File: config.mk
export PLATFORM = sky130hd
export DESIGN_NAME = barrel_shifter
export DESIGN_NICKNAME = d
export VERILOG_FILES = /design/src/rtl/barrel_shifter.sv
export SDC_FILE = /design/constraint.sdc
export NUM_CORES = 1
export LEC_CHECK = 0
export CORE_AREA = 4 4 41 43
export CTS_CLUSTER_DIAMETER = 40
export DETAILED_ROUTE_END_ITERATION = 12
export DIE_AREA = 0 0 45 47
export MAX_ROUTING_LAYER = met4
export PLACE_DENSITY = 0.59
export SLEW_MARGIN = 0
export SYNTH_ARGS = -nofsm -noshare
export SYNTH_HDL_FRONTEND = slang
export SYNTH_SLANG_ARGS = --single-unit
File: constraint.sdc
create_clock -name clk -period 0.8 [get_ports clk]
set_clock_uncertainty 0.1 [all_clocks]
set_input_delay 0.16 -clock clk [delete_from_list [all_inputs] [get_ports clk]]
set_output_delay 0.16 -clock clk [all_outputs]
set_load 0.01 [all_outputs]
File: src/rtl/barrel_shifter.sv
// Registered log2 barrel shifter: logical left shift, arithmetic right shift,
// one-cycle latency, one result per cycle with no stall and no backpressure.
// Optional feature: define BS_ROTATE_EN to add the bs_rot input, which turns
// either shift direction into a rotate. The default build (macro undefined)
// has no bs_rot port and no rotate logic.
module barrel_shifter #(
  parameter int IWIDTH = 4,
  parameter int SWIDTH = 2
) (
  input  logic              clk,
  input  logic              rst_n,
  input  logic              in_valid,
  input  logic              bs_dir,
  input  logic [SWIDTH-1:0] bs_amt,
  input  logic [IWIDTH-1:0] d_in,
`ifdef BS_ROTATE_EN
  input  logic              bs_rot,
`endif
  output logic              out_valid,
  output logic [IWIDTH-1:0] d_out
);

  // stage_data[k] is the input of mux stage k; stage_data[SWIDTH] is the result
  logic [IWIDTH-1:0] stage_data [0:SWIDTH];

  assign stage_data[0] = d_in;

  genvar k;
  generate
    for (k = 0; k < SWIDTH; k++) begin : g_stage
      // Each stage moves its input by a fixed 2^k positions when bs_amt[k] is set.
      // SWIDTH = clog2(IWIDTH), so every stage distance is smaller than IWIDTH
      // and all part-selects below stay in range.
      localparam int SH = 1 << k;

      logic [IWIDTH-1:0] shl;
      logic [IWIDTH-1:0] shr;

      // Bits that fall off the far end of this stage: either re-enter (rotate)
      // or are replaced by zero (left) / the sign bit (right).
      // The sign bit survives every arithmetic right stage unchanged, so the
      // stage input MSB is always the original operand MSB.
`ifdef BS_ROTATE_EN
      always_comb begin
        shl = {stage_data[k][IWIDTH-1-SH:0], {SH{1'b0}}};
        shr = {{SH{stage_data[k][IWIDTH-1]}}, stage_data[k][IWIDTH-1:SH]};
        if (bs_rot) begin
          shl = {stage_data[k][IWIDTH-1-SH:0], stage_data[k][IWIDTH-1:IWIDTH-SH]};
          shr = {stage_data[k][SH-1:0], stage_data[k][IWIDTH-1:SH]};
        end
      end
`else
      always_comb begin
        shl = {stage_data[k][IWIDTH-1-SH:0], {SH{1'b0}}};
        shr = {{SH{stage_data[k][IWIDTH-1]}}, stage_data[k][IWIDTH-1:SH]};
      end
`endif

      // Stage mux: pass through, or take the shifted value in the chosen direction
      always_comb begin
        stage_data[k+1] = stage_data[k];
        if (bs_amt[k]) begin
          stage_data[k+1] = bs_dir ? shr : shl;
        end
      end
    end
  endgenerate

  // Output register: capture a result only on a request. The valid strobe
  // follows the request by exactly one cycle. Reset clears both outputs
  // and discards any result that is in flight.
  always_ff @(posedge clk or negedge rst_n) begin
    if (!rst_n) begin
      d_out     <= '0;
      out_valid <= 1'b0;
    end else begin
      out_valid <= in_valid;
      if (in_valid) begin
        d_out <= stage_data[SWIDTH];
      end
    end
  end

endmodule

# Word-level counts from Yosys, hierarchy flattened
# Cells that the tools add are included.
# Widths: inputs -> output; s select.
dict set report totals {
  reg_bits 5
  in_bits 10
  elab_cells 6
}
dict set report op_classes {
  mux 4
}
# op count
set ops {}
lappend ops {{$mux 4} 4}

# Depth between registers and ports, before layout
# Gate-level depths: netlist of run 1.
dict set report logic_depth {
  word_depth 4
  depth_mapped 5
  depth_no_buf 4
}

# Worst setup path after synthesis of run 1
# Ideal clock, no wire load.
dict set report synth_path {
  kind {input -> register}
  startpoint {input port bs_amt[0]}
  endpoint {register d_out[0]}
  setup_ps 133
  arrival_time_ps 827
  required_ps 567
  setup_slack_ps -260
  stages 4
  path_buffers 1
  cell_sequence {buf_4 -> mux2_1 -> a31oi_1 -> a21oi_1}
}
dict set report synth_via {
  elab_chain_len 3
}
# item line_no
set synth_rtl {}
lappend synth_rtl {{from (decl)} 14} ;# input logic [SWIDTH-1:0] bs_amt,
lappend synth_rtl {{$mux 4 *} 62} ;# if (bs_amt[k]) begin
lappend synth_rtl {{$mux 4} 63} ;# stage_data[k+1] = bs_dir ? shr : shl;
lappend synth_rtl {{$mux 4 *} 62}
lappend synth_rtl {{to (signal assigned)} 79} ;# d_out <= stage_data[SWIDTH];
lappend synth_rtl {{to (decl)} 20} ;# output logic [IWIDTH-1:0] d_out
# Every way passes the cells marked *; elsewhere a longest branch is shown, timed or not.
# A chain may end at the register's enable or synchronous reset.

# Final worst setup path of run 1
dict set report layout_path {
  startpoint {register d_out[2]}
  endpoint {output port d_out[2]}
}
# No word-level cell between the ends.

==> impl_metrics.json, run 1 <==
{
  "clk_pin_slew_ns": 0.04,
  "grt_overflow": 0,
  "stdcell_area_um2": 542,
  "viasPerCell": 4.61,
  "clock_path_buffers": 2,
  "syn_inst": 38,
  "crit_path_max_incr_delay_ns": 0.37,
  "num_rows": 13,
  "power_frac_seq_pct": 35.0,
  "synthSimpleGateAreaFrac_pct": 17.8,
  "core_mm2": 0.00130,
  "numPortBuffers": 14,
  "hold_buffers": 0,
  "root_buffer": "clkbuf_4",
  "cp_cell_sequence": "buf_2",
  "cts_tree": "built",
  "worstPathRequired_ns": 0.54,
  "ys_types": 22,
  "start_util_pct": 25.4,
  "synth_area_leader_cell": "dfrtp_1",
  "max-cap-violations": 0,
  "crit_path_top_delay_cell": "dfrtp_1",
  "max_freq_mhz": 998,
  "synth-adder-area-share_pct": 0,
  "grt.total_usage_pct": 8.44,
  "finalHoldViolCount": 0,
  "intPower_mw": 0.602,
  "die_x_um": 45,
  "htree_levels": 1,
  "cp.arrival_ns": 0.74,
  "first_global_vias": 315,
  "fin_nets": 70,
  "post-route-period-util_pct": 125,
  "power_frac_clock_pct": 34.3,
  "synth_edf_count": 0,
  "synthesis.area_um2": 330,
  "violations": "negative setup slack",
  "yosysTopAreaCellShare_pct": 37.9,
  "area_growth_pct": 64.0,
  "wire_per_inst_um": 10.8,
  "placed_area_um2": 515,
  "syn_nets": 48,
  "tightest_slew_ns": 0.386,
  "cpLargestDelayFamily": "flip-flops",
  "net-switching-power_mw": 0.226,
  "drtIter0Drc": 5,
  "crit_path_end_kind": "primary output",
  "p_comb_share_pct": 30.7,
  "ys.flop_type": "dfrtp_1",
  "yosys_warnings": 0,
  "ios": 15,
  "crit_fanout": 2,
  "peakVddDrop_mv": 0.418,
  "avgSynthCellArea_um2": 8.69,
  "die_h_um": 47,
  "p_sw_share_pct": 27.3,
  "leakagePower_nw": 0.245,
  "wirelength_um": 802,
  "hold_class": "in -> async",
  "setup-tns-final_ns": -1.12,
  "report.power.total_mw": 0.828,
  "antenna_found_initial": 0,
  "cp-start-kind": "register",
  "die_area_mm2": 0.00212,
  "vias": 341,
  "slew_violations": 0,
  "synth_area_leaders": "dfrtp_1, a21oi_1, nor2_1, mux2i_1, nand2b_4",
  "drive_above_1_share_pct": 55.9,
  "synth-async-reset-ratio_pct": 100,
  "synth_compound_area_share_pct": 25.4,
  "worstSkewPairLatency_ns": 0.23,
  "cts.sinks": 5,
  "grt_pass1_wl_um": 1260,
  "seq_area_frac_synth_pct": 37.9,
  "ys_ff_latch": 5,
  "critPathKind": "reg -> out",
  "slew_headroom_pct": 74.3,
  "cts_buffers": 3,
  "fin_ws_ns": -0.202,
  "synth_xor_area_share_pct": 0,
  "grt_max_degree": 11,
  "ant_nets": 0,
  "synth_mux_area_share_pct": 9.47,
  "rsz0062_at_grt": "true",
  "antenna_cells": 0,
  "ys_top_cells_by_count": "a21oi_1, nor2_1, dfrtp_1",
  "place.gp.congestion": 0.728,
  "synth_top_family_by_area": "compound AO/OA/AOI/OAI gates",
  "final.min_clock_period_ns": 1.00,
  "drt_first_pass_iters": 4,
  "crit_buf_inv": 1,
  "outcome": "finished, violations left",
  "setup_viol": 7,
  "whs_ns": 0.0441,
  "drc": 0,
  "power.density_mw_per_mm2": 1530
}
## layout make-up
class / count / area, um2
clock buffer: 4 / 26.3
fill: 149 / 759
inverter: 1 / 3.75
multi-input combinational: 28 / 218
sequential: 5 / 125
tap: 15 / 18.8
timing repair buffer: 21 / 150
## sequential cells by signal, indices dropped and copies added, names as in the netlist
register   count
out_valid      1
d_out          4
## stage by stage
step,util [%],setup slack (ns),std cells
after floorplan,-,-0.170,38
final,41.6,-0.202,74
after global routing,41.6,-0.238,74
after global placement,39.6,-0.810,69
after detailed placement,39.6,-0.819,69
after CTS,39.0,-0.217,73
## cell usage in the layout, fill, tap and decap left out, types with 2 or more instances in the layout
master    n
buf_2     9
buf_4     8
nor2_1    5
a21oi_1   5
dfrtp_1   5
clkbuf_4  3
o21ai_1   2
## cells by family after synthesis
kind of cell / Yosys count
buf+inv: 5
mux: 3
flops: 5
compound gates: 14
simple gates: 11
## power groups by stage
stage / combinational, mW / clock [mW] / sequential [mW]
6_report: 0.254 / 0.284 / 0.290
3_3_place_gp: 0.249 / 0 / 0.294
3_5_place_dp: 0.250 / 0 / 0.295
4_1_cts: 0.226 / 0.296 / 0.290
5_1_grt: 0.276 / 0.317 / 0.293
2_1_floorplan: 0.0999 / 0 / 0.308
## timing repair
item                                    CTS  global route
pin swaps                                 8             4
setup buffers                             1             1
gates resized for setup                  58             9
endpoints found under the setup margin    9             9
## path summary, 6_finish.rpt
path                                      start              endpoint  slack [ns]  cells past startpoint
setup reg to reg           d_out[3]$_DFFE_PN0P_  d_out[3]$_DFFE_PN0P_       -0.12                      4
min in group clk                         bs_dir  d_out[3]$_DFFE_PN0P_        0.20                      4
max in group asynchronous                 rst_n   out_valid$_DFF_PN0_        0.37                      1
hold / removal                            rst_n  d_out[0]$_DFFE_PN0P_        0.04                      1
setup / recovery           d_out[2]$_DFFE_PN0P_              d_out[2]       -0.20                      1
hold reg to reg            d_out[1]$_DFFE_PN0P_  d_out[1]$_DFFE_PN0P_        0.42                      2
## layer usage
metal / up-vias / GRT usage (%) / wire (um)
met5: - / - / 0
met4: 0 / 3.51 / 0
met3: 0 / 2.68 / 95
met2: 13 / 12.7 / 377
met1: 151 / 10.4 / 329
li1: 177 / - / -
Note: power is estimated with default switching activity, not from simulation.
==> run 2: changes to the inputs <==
- CTS_CLUSTER_SIZE: not set -> 20
- PLACE_DENSITY: 0.59 -> not set
- SKIP_LAST_GASP: not set -> 1
==> run 2 against run 1 <==
- combinational power increased by 8.3%
- non-clock buffer count grew 4
- utilization is 2.9 points higher
- register-to-register slack is essentially flat
- via count grew 2.6%
- the flow still finishes with violations (negative setup slack)
- critical path type unchanged
- largest power group unchanged
- die area stayed put
==> impl_metrics.json, run 2 (synthesized netlist as in run 1, its figures left out) <==
{
  "fin_ws_ns": -0.200,
  "cpLargestDelayFamily": "flip-flops",
  "num_rows": 13,
  "reg.largest.list": "d_out: 4 flops, out_valid: 1 flops",
  "cts.sinks": 5,
  "violations": "negative setup slack",
  "die_x_um": 45,
  "p_comb_share_pct": 32.4,
  "first_global_vias": 328,
  "vias": 350,
  "cp-endpoint": "d_out[1]",
  "tightest_slew_ns": 0.335,
  "fill_cells": 144,
  "post-route-period-util_pct": 125,
  "crit_path_end_kind": "primary output",
  "wirelength_um": 777,
  "hold_class": "in -> async",
  "drive_above_1_share_pct": 60.3,
  "crit_buf_inv": 1,
  "cts_buffers": 3,
  "regToRegEndpoint": "d_out[3]$_DFFE_PN0P_",
  "viasPerCell": 4.49,
  "whs_ns": 0.0434,
  "htree_levels": 1,
  "grt_pass1_wl_um": 1290,
  "power_frac_clock_pct": 33.5,
  "cp.arrival_ns": 0.74,
  "grt.total_usage_pct": 8.67,
  "root_buffer": "clkbuf_4",
  "ios": 15,
  "startpoint": "d_out[1]$_DFFE_PN0P_",
  "drtIter0Drc": 2,
  "die_area_mm2": 0.00212,
  "critPathKind": "reg -> out",
  "worstSkewPairLatency_ns": 0.23,
  "antenna_found_initial": 0,
  "setup_viol": 9,
  "crit_path_top_delay_cell": "dfrtp_1",
  "layout_common_cells": "buf_4, buf_2, dfrtp_1",
  "seq_area_um2": 125,
  "hpwl_um": 618,
  "numPortBuffers": 14,
  "finalHoldViolCount": 0,
  "power_frac_seq_pct": 34.1,
  "grt_overflow": 0,
  "largest_register_ffs": 4,
  "drc": 0,
  "path_depth": 1,
  "ff2ff_setup_slack_ns": -0.12,
  "final.min_clock_period_ns": 1.00,
  "ant_nets": 0,
  "cp_cell_sequence": "buf_2",
  "cp-start-kind": "register",
  "setup-tns-final_ns": -1.19,
  "worstPathRequired_ns": 0.54,
  "max-cap-violations": 0,
  "place.gp.congestion": 0.727,
  "fin_nets": 74,
  "cts_tree": "built",
  "hold_buffers": 0,
  "leakagePower_nw": 0.266,
  "reg2reg_from": "d_out[3]$_DFFE_PN0P_",
  "multi_input_area_um2": 215,
  "instances_no_fill": 78,
  "clk_pin_slew_ns": 0.04,
  "max_freq_mhz": 1000,
  "outcome": "finished, violations left",
  "crit_path_max_incr_delay_ns": 0.37,
  "peakVddDrop_mv": 0.441,
  "die_h_um": 47,
  "post-place-cells": 72,
  "crit_fanout": 2,
  "net-switching-power_mw": 0.227,
  "antenna_cells": 0,
  "core_mm2": 0.00130,
  "reg2reg_depth": 4,
  "final_common_cell": "buf_4",
  "clock_path_buffers": 2,
  "power.density_mw_per_mm2": 1460,
  "wire_per_inst_um": 9.96,
  "start_util_pct": 25.4,
  "grt_max_degree": 11,
  "p_sw_share_pct": 26.8,
  "slew_headroom_pct": 77.7,
  "rsz0062_at_grt": "true",
  "top_register": "d_out",
  "drt_first_pass_iters": 2,
  "area_growth_pct": 75.4,
  "intPower_mw": 0.621,
  "slew_violations": 0
}
run 2: cell count changes in the layout (fill, tap and decap cells not counted), sizes merged:
| cell | delta |
|---|---|
| clkdlybuf4s15 | +2 |
| buf | +2 |
run 2: layout make-up:
type | instances | share of cell area (%)
timing repair buffer | 25 | 32.8
multi-input combinational | 28 | 37.1
tap | 15 | 3.24
inverter | 1 | 0.648
clock buffer | 4 | 4.54
sequential | 5 | 21.6
run 2: what timing repair did:
action	4_1_cts	5_1_grt
pin swaps	6	1
setup endpoints to repair	9	9
resized for setup	55	8
setup buffers	3	0
endpoints found under the hold margin	0	0
run 2: power groups by stage:
stage / Sequential (mW) / Clock, mW / Combinational (mW)
3_3_place_gp: 0.295 / 0 / 0.265
5_1_grt: 0.292 / 0.320 / 0.300
6_report: 0.290 / 0.284 / 0.275
4_1_cts: 0.290 / 0.293 / 0.259
3_5_place_dp: 0.295 / 0 / 0.267
2_1_floorplan: 0.308 / 0 / 0.0999
run 2: how the worst min path moves through the flow:
| stage | from | endpoint | slack (ns) | cells past startpoint |
|---|---|---|---|---|
| 2_1_floorplan | rst_n | d_out[0]$_DFFE_PN0P_ | -0.24 | 0 |
| 3_5_place_dp | rst_n | d_out[0]$_DFFE_PN0P_ | 0.30 | 1 |
| 6_report | rst_n | d_out[0]$_DFFE_PN0P_ | 0.04 | 1 |
| 5_1_grt | rst_n | out_valid$_DFF_PN0_ | 0.05 | 1 |
| 3_3_place_gp | rst_n | d_out[1]$_DFFE_PN0P_ | 0.30 | 1 |
| 4_1_cts | rst_n | d_out[0]$_DFFE_PN0P_ | 0.05 | 1 |
run 2: metrics by stage:
step	setup WS [ns]	total power [mW]	instance area, um2	util (%)
2_1_floorplan	-0.170	0.408	347	-
3_3_place_gp	-0.814	0.560	538	41.3
3_5_place_dp	-0.818	0.562	538	41.3
4_1_cts	-0.211	0.842	552	42.4
5_1_grt	-0.236	0.912	579	44.5
6_report	-0.200	0.848	579	44.5
run 2: routing by layer:
layer	wire, um	up-vias	GRT usage [%]	part of all wire (%)
li1	-	185	-	-
met1	333	148	11.5	43
met2	335	17	11.6	43
met3	108	0	3.45	14
met4	0	0	3.51	0
met5	0	-	-	0
